===== src/rtl/gshare_pht.sv =====
// gshare pattern history table: PC^history indexed 2-bit counters with a
// registered prediction and a single-port training update (write-first bypass).
module gshare_pht #(
  parameter int GHR_WIDTH = 5,
  parameter int PC_LSB    = 2
) (
  input  logic                 clk,
  input  logic                 rst,
  input  logic                 lookup_en,
  input  logic [31:0]          lookup_pc,
  input  logic [GHR_WIDTH-1:0] ghr_in,
  output logic                 pred_valid,
  output logic                 pred_taken,
  output logic [GHR_WIDTH-1:0] pred_index,
  input  logic                 update_en,
  input  logic [GHR_WIDTH-1:0] update_index,
  input  logic                 update_taken
);

  localparam int ENTRIES = 1 << GHR_WIDTH;

  logic [1:0]           ctr_q [ENTRIES];
  logic [GHR_WIDTH-1:0] idx_p0;
  logic [1:0]           upd_ctr_p0;
  logic [1:0]           lookup_ctr_p0;
  logic                 vld_p1;
  logic                 taken_p1;
  logic [GHR_WIDTH-1:0] idx_p1;
  logic                 unused_pc_bits;

  function automatic logic [1:0] ctr_step(input logic [1:0] ctr, input logic taken);
    logic [1:0] nxt;
    nxt = ctr;
    if (taken && ctr != 2'b11)
      nxt = ctr + 2'b01;
    else if (!taken && ctr != 2'b00)
      nxt = ctr - 2'b01;
    return nxt;
  endfunction

  assign unused_pc_bits = ^{lookup_pc[31:PC_LSB+GHR_WIDTH], lookup_pc[PC_LSB-1:0]};

  // Stage p0: hash, counter read, same-index bypass of the pending update
  always_comb begin
    idx_p0        = lookup_pc[PC_LSB +: GHR_WIDTH] ^ ghr_in;
    upd_ctr_p0    = ctr_step(ctr_q[update_index], update_taken);
    lookup_ctr_p0 = ctr_q[idx_p0];
    if (update_en && update_index == idx_p0)
      lookup_ctr_p0 = upd_ctr_p0;
  end

  // Stage p1: counter array write and registered prediction
  always_ff @(posedge clk) begin
    if (rst) begin
      for (int i = 0; i < ENTRIES; i++)
        ctr_q[i] <= 2'b01;
      vld_p1   <= 1'b0;
      taken_p1 <= 1'b0;
      idx_p1   <= '0;
    end else begin
      if (update_en)
        ctr_q[update_index] <= upd_ctr_p0;
      if (lookup_en) begin
        vld_p1   <= 1'b1;
        taken_p1 <= lookup_ctr_p0[1];
        idx_p1   <= idx_p0;
      end
    end
  end

  assign pred_valid = vld_p1;
  assign pred_taken = taken_p1;
  assign pred_index = idx_p1;

endmodule


===== config.mk =====
export PLATFORM = sky130hd
export DESIGN_NAME = gshare_pht
export DESIGN_NICKNAME = d
export VERILOG_FILES = /design/src/rtl/gshare_pht.sv
export SDC_FILE = /design/constraint.sdc
export NUM_CORES = 1
export LEC_CHECK = 0
export ABC_AREA = 1
export BUFFER_PORTS_ARGS = -buffer_cell sky130_fd_sc_hd__buf_2
export CORE_MARGIN = 1
export CORE_UTILIZATION = 50
export DETAILED_ROUTE_END_ITERATION = 10
export PLACE_DENSITY = 0.7
export SLEW_MARGIN = 20
export SYNTH_ARGS = -nofsm -noshare
export SYNTH_HDL_FRONTEND = slang
export SYNTH_SLANG_ARGS = --single-unit

===== constraint.sdc =====
create_clock -name clk -period 3.3 [get_ports clk]
set_input_delay 0 -clock clk [delete_from_list [all_inputs] [get_ports clk]]
set_output_delay 0 -clock clk [all_outputs]
set_load 0.02 [all_outputs]

==> out/results.tsv <==
stage	metric	value	unit
status	status	finished clean	
global_route	grt_pass1_wl	17.4	mm
die	die_y	95.0	µm
global_route	gr-total-overflow	0	
drt	routedWlPerCell	15.7	µm
sta	timing.final.ws_setup	665	ps
die	rows	33	
finish	diodes	0	
die	die_x	95.0	µm
logic_synthesis	synth_compound_area_frac	0.0504	
power_and_ir_drop	powerDensity	432	nW/µm²
clock_tree	post_cts_buffers	0	
clock_tree	cts_tree	done	
clock_tree	clk_pin_slew_worst_paths	80	ps
logic_synthesis	synth-simple-area-share	0.337	
critical_path	worst-path-buf-inv	4	
clock_tree	numCtsBuffers	9	
worst_hold_path	hp-class	primary input to flop	
sta	fmax	380	MHz
critical_path	critPathMaxStageDelay	400	ps
finish	fin_cells	708	
global_route	antenna_found_initial	0	
clock_tree	cts_max_level	3	
power_and_ir_drop	switching_power	640	µW
placement	place.gp.congestion	0.941	
logic_synthesis	syn_area_per_cell	7.53	µm²
drt	num_vias	3818	
sta	skew	10.2	ps
sta	slew_headroom	0.523	
logic_synthesis	synth_top_family_by_area	simple AND/OR/NAND/NOR gates	
clock_tree	clock_path_buffers	2	
finish	final_common_cell	nand2_1	
drt	drtIter0Drc	338	
global_route	grt_usage	0.264	
sta	whs	17.3	ps
power_and_ir_drop	ir_drop	0.186	mV
logic_synthesis	syn_area	4320	µm²
logic_synthesis	synth-seq-cells	71	
critical_path	crit_required	3400	ps
sta	hold_violations	0	
placement	dpl.hpwl	7.46	mm
logic_synthesis	ys_seq_area_frac	0.477	
power_and_ir_drop	p_sw_frac	0.317	
power_and_ir_drop	p_int	1380	µW
drt	drc	0	
finish	drive_gt1_frac	0.118	
finish	nFillCells	753	
die	core_area	8300	µm²
critical_path	worstPathCellList	buf_2 -> inv_2 -> nand2_1 -> inv_2 -> a22oi_1 -> nand2_1 -> nand2_1 -> nand2_1 -> nor2_1 -> nand3_2 -> ha_1 -> nor2_1 -> nand2_1 -> nand2_1 -> buf_4 -> nor2_1	
die	initial_utilization	0.521	
critical_path	slowest_stage	buf_2	
die	num_io_pins	54	
die	dieArea	9020	µm²
placement	place_ws	372	ps
power_and_ir_drop	power_frac_comb	0.195	
critical_path	critPathKind	primary input to flop	
critical_path	crit_path_frequent_cell	nand2_1	
sta	setup_viol	0	
clock_tree	numClockSinks	71	
logic_synthesis	syn-num-nets	623	
logic_synthesis	synthAdderAreaFrac	0.00579	
critical_path	crit_family	simple AND/OR/NAND/NOR gates	
drt	via_per_inst	5.39	
logic_synthesis	synthMuxAreaShare	0	
global_route	grt_max_degree	38	
sta	post-route-period-util	0.798	
critical_path	cp.arrival	2730	ps
logic_synthesis	synth_cells	574	
logic_synthesis	ys_types	28	
clock_tree	clkLatencyLatePin	350	ps
critical_path	crit_path_start_kind	primary input	
sta	tightest_slew	713	ps
placement	portBuffers	26	
drt	ant_nets	0	
placement	placed_cells	691	
power_and_ir_drop	clkPwrFrac	0.302	
logic_synthesis	yosys_warnings	0	
clock_tree	ctsRootBufferMaster	clkbuf_8	
global_route	grt_pass1_vias	3445	
run	cap_violations	0	
finish	nets	647	
sta	finalSetupTns	0	ps
sta	rsz0062_at_grt	no	
critical_path	path_max_fanout	25	
power_and_ir_drop	power.leakage	0.00197	µW
logic_synthesis	synth_xor_area_frac	0.0122	
finish	final_cell_mix	172 x nand2_1, 94 x inv_1, 84 x nor2_1, 64 x edfxtp_1, 60 x nand3_1	
drt	first_pass_iters	5	
sta	layout_min_cycle_time	2630	ps
critical_path	endpoint_kind	flop	
drt	wl	11.1	mm
power_and_ir_drop	pwr-share-seq	0.503	
finish	synthToLayoutAreaGrowth	8.34	%
sta	drv_slew	0	
worst min-delay path, stage by stage:
cell and delay [ps]:
buf_2 170, nor2_1 120, nor2_1 40
per-stage QoR:
stage	cell area, µm²	utilization	total power, µW
3_3_place_gp	4510	0.543	1420
5_1_grt	4680	0.564	2110
2_1_floorplan	4320	-	1310
6_report	4680	0.564	2020
4_1_cts	4680	0.564	2020
3_5_place_dp	4510	0.543	1430
logic make-up (layout without fill, tap and decap cells):
group                    Yosys count  count (layout)
buffers and inverters            122             151
XOR/XNOR                           6               6
AO/OA/AOI/OAI                     32              32
AND/OR/NAND/NOR                  341             341
flip-flops                        71              71
adder cells (fa/ha/maj)            2               2
registers in the layout, indices dropped and copies added (netlist names):
name / cells
pred_taken: 1
pred_valid: 1
pred_index: 5
ctr_q: 64
power by group through the flow:
stage / sequential (µW) / combinational [µW] / clock, µW
global placement: 1040 / 384 / 0
global route: 1020 / 435 / 658
floorplan: 1040 / 270 / 0
detailed placement: 1040 / 389 / 0
finish: 1020 / 394 / 610
CTS: 1020 / 391 / 614
final timing paths:
path | from | to | slack (ps) | depth (start not counted)
hold / removal | lookup_en | pred_valid | 20 | 3
setup / recovery | update_index[0] | ctr_q[14][1] | 670 | 16
setup reg to reg | ctr_q[28][0] | ctr_q[14][1] | 880 | 12
hold reg to reg | pred_valid | pred_valid | 460 | 2
cells in the mapped netlist, drive strengths merged:
library cell	count	area, µm²
nand2	173	652
inv	100	375
nor2	86	333
nand3	71	410
edfxtp	64	1920
a22oi	16	120
buf	16	113
o21ai	9	48.8
nor3	8	40.0
dfxtp	7	140
clkbuf	6	22.5
o211ai	5	37.5
xor2	4	35.0
ha	2	25.0
xnor2	2	17.5
a21oi	1	5.00
nand3b	1	7.51
nand4	1	6.26
o22ai	1	6.26
or2	1	6.26
area by class of cell:
type | count | area (µm²) | area share
clock buffer | 9 | 124 | 0.0264
inverter | 100 | 375 | 0.0801
clock inverter | 7 | 40.0 | 0.00855
sequential | 71 | 2060 | 0.440
multi-input combinational | 381 | 1750 | 0.374
timing repair buffer | 35 | 200 | 0.0427
tap | 105 | 131 | 0.0281
what timing repair did:
item | CTS | global route
resized for setup | 0 | 0
hold endpoints to repair | 2 | 0
hold buffers | 1 | 0
metal layers:
metal  global-route usage  vias to the layer above  part of all wire
li1                     -                     1871                 -
met2                0.421                      174              0.47
met1                0.348                     1747              0.42
met5                    0                        -                 0
met4                0.120                        0             0.030
met3               0.0499                       26             0.080
Power figures use the tool's default switching activity.
